File: config.mk
export PLATFORM = sky130hd
export DESIGN_NAME = uart_byte_tx
export DESIGN_NICKNAME = d
export VERILOG_FILES = /design/src/rtl/uart_pkg.sv /design/src/rtl/uart_baud_gen.sv /design/src/rtl/uart_byte_tx.sv
export SDC_FILE = /design/constraint.sdc
export NUM_CORES = 1
export LEC_CHECK = 0
export BUFFER_PORTS_ARGS = -buffer_cell sky130_fd_sc_hd__buf_2
export CORE_ASPECT_RATIO = 1.4
export CORE_MARGIN = 3
export CORE_UTILIZATION = 50
export CTS_BUF_LIST = sky130_fd_sc_hd__clkbuf_16
export CTS_CLUSTER_SIZE = 12
export DETAILED_ROUTE_END_ITERATION = 12
export GPL_ROUTABILITY_DRIVEN = 0
export PLACE_DENSITY = 0.68
export SYNTH_ARGS = -nofsm -noshare
export SYNTH_HDL_FRONTEND = slang
export SYNTH_SLANG_ARGS = --single-unit
File: constraint.sdc
create_clock -name clk_raw -period 3.6 [get_ports clk_raw]
set_clock_uncertainty 0.1 [all_clocks]
set_input_delay 0 -clock clk_raw [delete_from_list [all_inputs] [get_ports clk_raw]]
set_output_delay 0 -clock clk_raw [all_outputs]
set_load 0.02 [all_outputs]
File: src/rtl/uart_pkg.sv
// rtl/uart_pkg.sv - shared UART types and framing constants
package uart_pkg;

    typedef enum logic [1:0] {
        IDLE  = 2'd0,
        START = 2'd1,
        DATA  = 2'd2,
        STOP  = 2'd3
    } state_e;

    localparam int   DATA_BITS = 8;
    localparam int   STOP_BITS = 1;
    localparam logic LINE_IDLE = 1'b1;

endpackage

File: src/rtl/uart_baud_gen.sv
// rtl/uart_baud_gen.sv - bit-period counter with clear and end-of-bit tick
module uart_baud_gen #(
    parameter int CLKS_PER_BIT = 2604
) (
    input  logic clk_raw,
    input  logic reset,
    input  logic clear,
    output logic bit_end
);

    localparam int CNT_W = (CLKS_PER_BIT > 1) ? $clog2(CLKS_PER_BIT) : 1;
    localparam logic [CNT_W-1:0] LAST = CNT_W'(CLKS_PER_BIT - 1);

    logic [CNT_W-1:0] cnt;

    always_ff @(posedge clk_raw) begin
        if (reset || clear || bit_end) begin
            cnt <= '0;
        end else begin
            cnt <= cnt + CNT_W'(1);
        end
    end

    assign bit_end = (cnt == LAST);

endmodule

File: src/rtl/uart_byte_tx.sv
// rtl/uart_byte_tx.sv - 8N1 serialiser with a one-byte pending buffer
module uart_byte_tx
    import uart_pkg::*;
#(
    parameter int CLKS_PER_BIT = 2604
) (
    input  logic clk_raw,
    input  logic reset,
    input  logic t0,
    input  logic t1,
    input  logic t2,
    input  logic t3,
    input  logic t4,
    input  logic t5,
    input  logic t6,
    input  logic t7,
    input  logic tsent,
    output logic tx,
    output logic busy,
    output logic tdone,
    output logic overrun
);

    localparam int IDX_W = $clog2(DATA_BITS);
    localparam logic [IDX_W-1:0] LAST_DATA = IDX_W'(DATA_BITS - 1);
    localparam logic [IDX_W-1:0] LAST_STOP = IDX_W'(STOP_BITS - 1);

    state_e               state, state_next;
    logic [DATA_BITS-1:0] din;
    logic [DATA_BITS-1:0] shift, shift_next;
    logic [DATA_BITS-1:0] pend_data, pend_data_next;
    logic                 pend_full, pend_full_next;
    logic [IDX_W-1:0]     bit_idx, bit_idx_next;
    logic                 tsent_q;
    logic                 req;
    logic                 bit_end;
    logic                 baud_clear;
    logic                 frame_end;
    logic                 tx_next;
    logic                 busy_next;
    logic                 overrun_next;

    assign din = {t7, t6, t5, t4, t3, t2, t1, t0};
    assign req = tsent & ~tsent_q;

    uart_baud_gen #(
        .CLKS_PER_BIT(CLKS_PER_BIT)
    ) u_baud (
        .clk_raw(clk_raw),
        .reset  (reset),
        .clear  (baud_clear),
        .bit_end(bit_end)
    );

    always_ff @(posedge clk_raw) begin
        if (reset) begin
            state     <= IDLE;
            shift     <= '0;
            pend_data <= '0;
            pend_full <= 1'b0;
            bit_idx   <= '0;
            tsent_q   <= 1'b0;
            tx        <= LINE_IDLE;
            busy      <= 1'b0;
            overrun   <= 1'b0;
        end else begin
            state     <= state_next;
            shift     <= shift_next;
            pend_data <= pend_data_next;
            pend_full <= pend_full_next;
            bit_idx   <= bit_idx_next;
            tsent_q   <= tsent;
            tx        <= tx_next;
            busy      <= busy_next;
            overrun   <= overrun_next;
        end
    end

    always_comb begin
        state_next     = state;
        shift_next     = shift;
        pend_data_next = pend_data;
        pend_full_next = pend_full;
        bit_idx_next   = bit_idx;
        overrun_next   = 1'b0;
        frame_end      = 1'b0;

        case (state)
            IDLE: begin
                if (req) begin
                    shift_next = din;
                    state_next = START;
                end
            end
            START: begin
                if (bit_end) begin
                    state_next   = DATA;
                    bit_idx_next = '0;
                end
            end
            DATA: begin
                if (bit_end) begin
                    if (bit_idx == LAST_DATA) begin
                        state_next   = STOP;
                        bit_idx_next = '0;
                    end else begin
                        shift_next   = shift >> 1;
                        bit_idx_next = bit_idx + IDX_W'(1);
                    end
                end
            end
            STOP: begin
                if (bit_end) begin
                    if (bit_idx == LAST_STOP) begin
                        frame_end = 1'b1;
                    end else begin
                        bit_idx_next = bit_idx + IDX_W'(1);
                    end
                end
            end
            default: state_next = IDLE;
        endcase

        // End of stop bit: the queued byte goes first, a coincident request refills the queue.
        if (frame_end) begin
            bit_idx_next = '0;
            if (pend_full) begin
                shift_next     = pend_data;
                state_next     = START;
                pend_full_next = req;
                if (req) begin
                    pend_data_next = din;
                end
            end else if (req) begin
                shift_next = din;
                state_next = START;
            end else begin
                state_next = IDLE;
            end
        end else if (req && state != IDLE) begin
            if (!pend_full) begin
                pend_data_next = din;
                pend_full_next = 1'b1;
            end else begin
                overrun_next = 1'b1;
            end
        end

        case (state_next)
            START:   tx_next = ~LINE_IDLE;
            DATA:    tx_next = shift_next[0];
            default: tx_next = LINE_IDLE;
        endcase

        busy_next  = (state_next != IDLE) | pend_full_next;
        baud_clear = (state == IDLE) || (state_next != state);
        tdone      = frame_end;
    end

endmodule

==> flow_summary.yaml <==
drt:
  dr.pass1.iters: 4
  drt_wl_total_um: 4250
  drt.antenna.violating_nets: 0
  vias: 1726
  avgViaCountPerCell: 6.03
  drc: 0
  wl_per_cell_um: 14.8
  drtIter0Drc: 41
clock_tree:
  clock_path_buffers: 2
  cts_setup_buffers: 0
  tritoncts: "done"
  cts_num_sinks: 38
  cts_buffers: 5
  cts_max_level: 2
  ctsResizeCount: 0
  path_clk_slew_ns: 0.05
  root_buffer: "clkbuf_16"
  clk_latency_ns: 0.28
sta:
  tns_ns: 0
  setup-violations-final: 0
  slew_headroom_pct: 47.0
  slew_violations: 0
  worstMarginPinSlew_ns: 0.780
  hold_viol_final: 0
  fmax_mhz: 352
  rsz0062_at_grt: "false"
  min_period_ns: 2.84
  timing.final.crit_share_pct: 78.9
yosys:
  yosys.area_share.adder_pct: 2.56
  synth_edf_count: 0
  yosysSeqAreaShare_pct: 38.9
  synthSimpleGateAreaFrac_pct: 25.7
  ys.flop_type: "dfxtp_1"
  synth.distinct_cells: 48
  synth.area.mux_share_pct: 5.38
  synth-compound-area-share_pct: 19.0
  synth-xor-area-share_pct: 4.48
  avgSynthCellArea_sq_um: 8.76
  synthArstFlopShare_pct: 0
  netlist_instances: 223
  yosys_warnings: 0
  syn-num-nets: 238
  synth_top_family_by_area: "simple AND/OR/NAND/NOR gates"
  ys_ff_latch: 38
  syn_area_sq_um: 1950
worst_hold_path:
  hold_path.class: "in -> reg"
  min_to: "pend_data[2]"
  whs_path_depth: 2
  min_from: "reset"
die:
  die_h_um: 80.0
  fp.coreArea_sq_um: 3710
  start_util_pct: 52.7
  die_width_um: 58.8
  rows: 26
  die-area_sq_um: 4700
  ios: 15
placement:
  placed_cell_area_sq_um: 2060
  placedCellCount: 269
  hpwlAfterDp_um: 2910
  io_buffers: 14
layout:
  final_cells: 286
  syn2layout_area_growth_pct: 17.0
  nFillCells: 345
  final_util_pct: 61.6
  final_nets: 258
  fin_area_sq_um: 2280
  multi_input_area_sq_um: 1120
  layout_commonest_cell: "dfxtp_1"
  n_antenna_cell: 0
  seqCellArea_sq_um: 761
  mostFrequentLayoutCells: "dfxtp_1, nor2_1, nand2_1"
  drive_above_1_share_pct: 12.7
worst_setup_path:
  critPathKind: "reg -> reg"
  worstRegToRegCells: 6
  rrSetupSlack_ns: 0.76
  arrival_ns: 2.89
  reg2reg_to: "pend_data[3]"
  start_kind: "register"
  cp-end-kind: "register"
  worstPathRequired_ns: 3.65
  worstReg2RegStart: "u_baud.cnt[6]"
  crit_path_max_fanout: 9
power_and_ir_drop:
  powerDensity_nw_per_um2: 411
  worst_ir_drop_vdd_mv: 0.444
  finalPower_w: 0.000940
  power.leakage_nw: 0.881
run:
  maxCapViolations: 0
global_routing:
  grt_max_degree: 29
  grt_use_total_pct: 20.4
  grt_overflow: 0
  grt_pass1_vias: 1639
  grt_pass1_wl_um: 7580
  antenna_found_initial: 0
status:
  outcome: "finished clean"
## per-stage QoR
stage | hold WS (ns) | setup slack (ns)
floorplan | 0.0282 | 1.07
global placement | 0.146 | 0.829
detailed placement | 0.157 | 0.817
CTS | 0.0682 | 0.788
global route | 0.102 | 0.595
finish | 0.0708 | 0.761
## flip-flops by register name, indices dropped and copies added, names as in the netlist
name / flops
bit_idx: 3
busy: 1
overrun: 1
pend_data: 8
pend_full: 1
shift: 8
state: 2
tsent_q: 1
tx: 1
u_baud.cnt: 12
## synth_stat cells (4+ instances only)
master / instances / area (sq um)
dfxtp_1: 38 / 761
nor2_1: 30 / 113
nand2_1: 16 / 60.1
clkbuf_1: 11 / 41.3
mux2i_1: 8 / 80.1
a21oi_1: 7 / 35.0
a221oi_1: 7 / 61.3
nand2b_1: 7 / 43.8
nand3_1: 7 / 35.0
a211oi_1: 6 / 45.0
a32o_1: 6 / 60.1
inv_1: 6 / 22.5
o21ai_0: 6 / 30.0
o31ai_1: 6 / 45.0
xor2_1: 6 / 52.6
nor4_1: 5 / 31.3
ha_1: 4 / 50.1
xnor2_1: 4 / 35.0
## logic make-up after synthesis
family,count (synthesis)
and+or+nand+nor,92
buffers and inverters,20
DFF,38
AOI/OAI and AO/OA,49
adders and majority gates,4
xor gates and xnor gates,10
muxes,10
## per-layer routing
layer | vias up | GRT usage (%) | routed length [um]
met4 | 0 | 5.67 | 50
met3 | 6 | 3.88 | 154
met5 | - | 0 | 0
met1 | 827 | 24.2 | 1840
li1 | 864 | - | -
met2 | 29 | 36.4 | 2200
## critical path, cell delays in order, from the launching register on
cell and delay (ns):
dfxtp_1 0.34, or4b_1 0.74, nor4_4 0.31, buf_4 0.20
mux2i_2 0.69, mux2i_1 0.27, nor2_1 0.06
## final cells by class
| class | instances | share of cell area (%) |
|---|---|---|
| Tap cell | 42 | 2.30 |
| Multi-Input combinational cell | 165 | 49.1 |
| Timing Repair Buffer | 27 | 8.32 |
| Sequential cell | 38 | 33.3 |
| Clock inverter | 3 | 0.548 |
| Clock buffer | 5 | 5.48 |
| Inverter | 6 | 0.986 |
## worst max-delay path by stage
stage | slack, ns | start | to
2_1_floorplan | 1.07 | u_baud.cnt[10] | pend_data[0]
3_3_place_gp | 0.83 | u_baud.cnt[6] | pend_data[6]
3_5_place_dp | 0.82 | u_baud.cnt[6] | pend_data[4]
4_1_cts | 0.79 | u_baud.cnt[6] | pend_data[4]
5_1_grt | 0.59 | u_baud.cnt[6] | pend_data[3]
6_report | 0.76 | u_baud.cnt[6] | pend_data[3]
## repair_timing
item	in CTS	in global routing
setup endpoints to repair	0	0
hold buffers	9	0
endpoints found under the hold margin	9	0
## report_power, final
part / switching, W / total, W / internal, W
clock network: 0.000157 / 0.000406 / 0.000250
registers: 0.0000104 / 0.000445 / 0.000435
logic: 0.0000486 / 0.0000883 / 0.0000397
No activity file was read; power rests on OpenSTA's default activity.
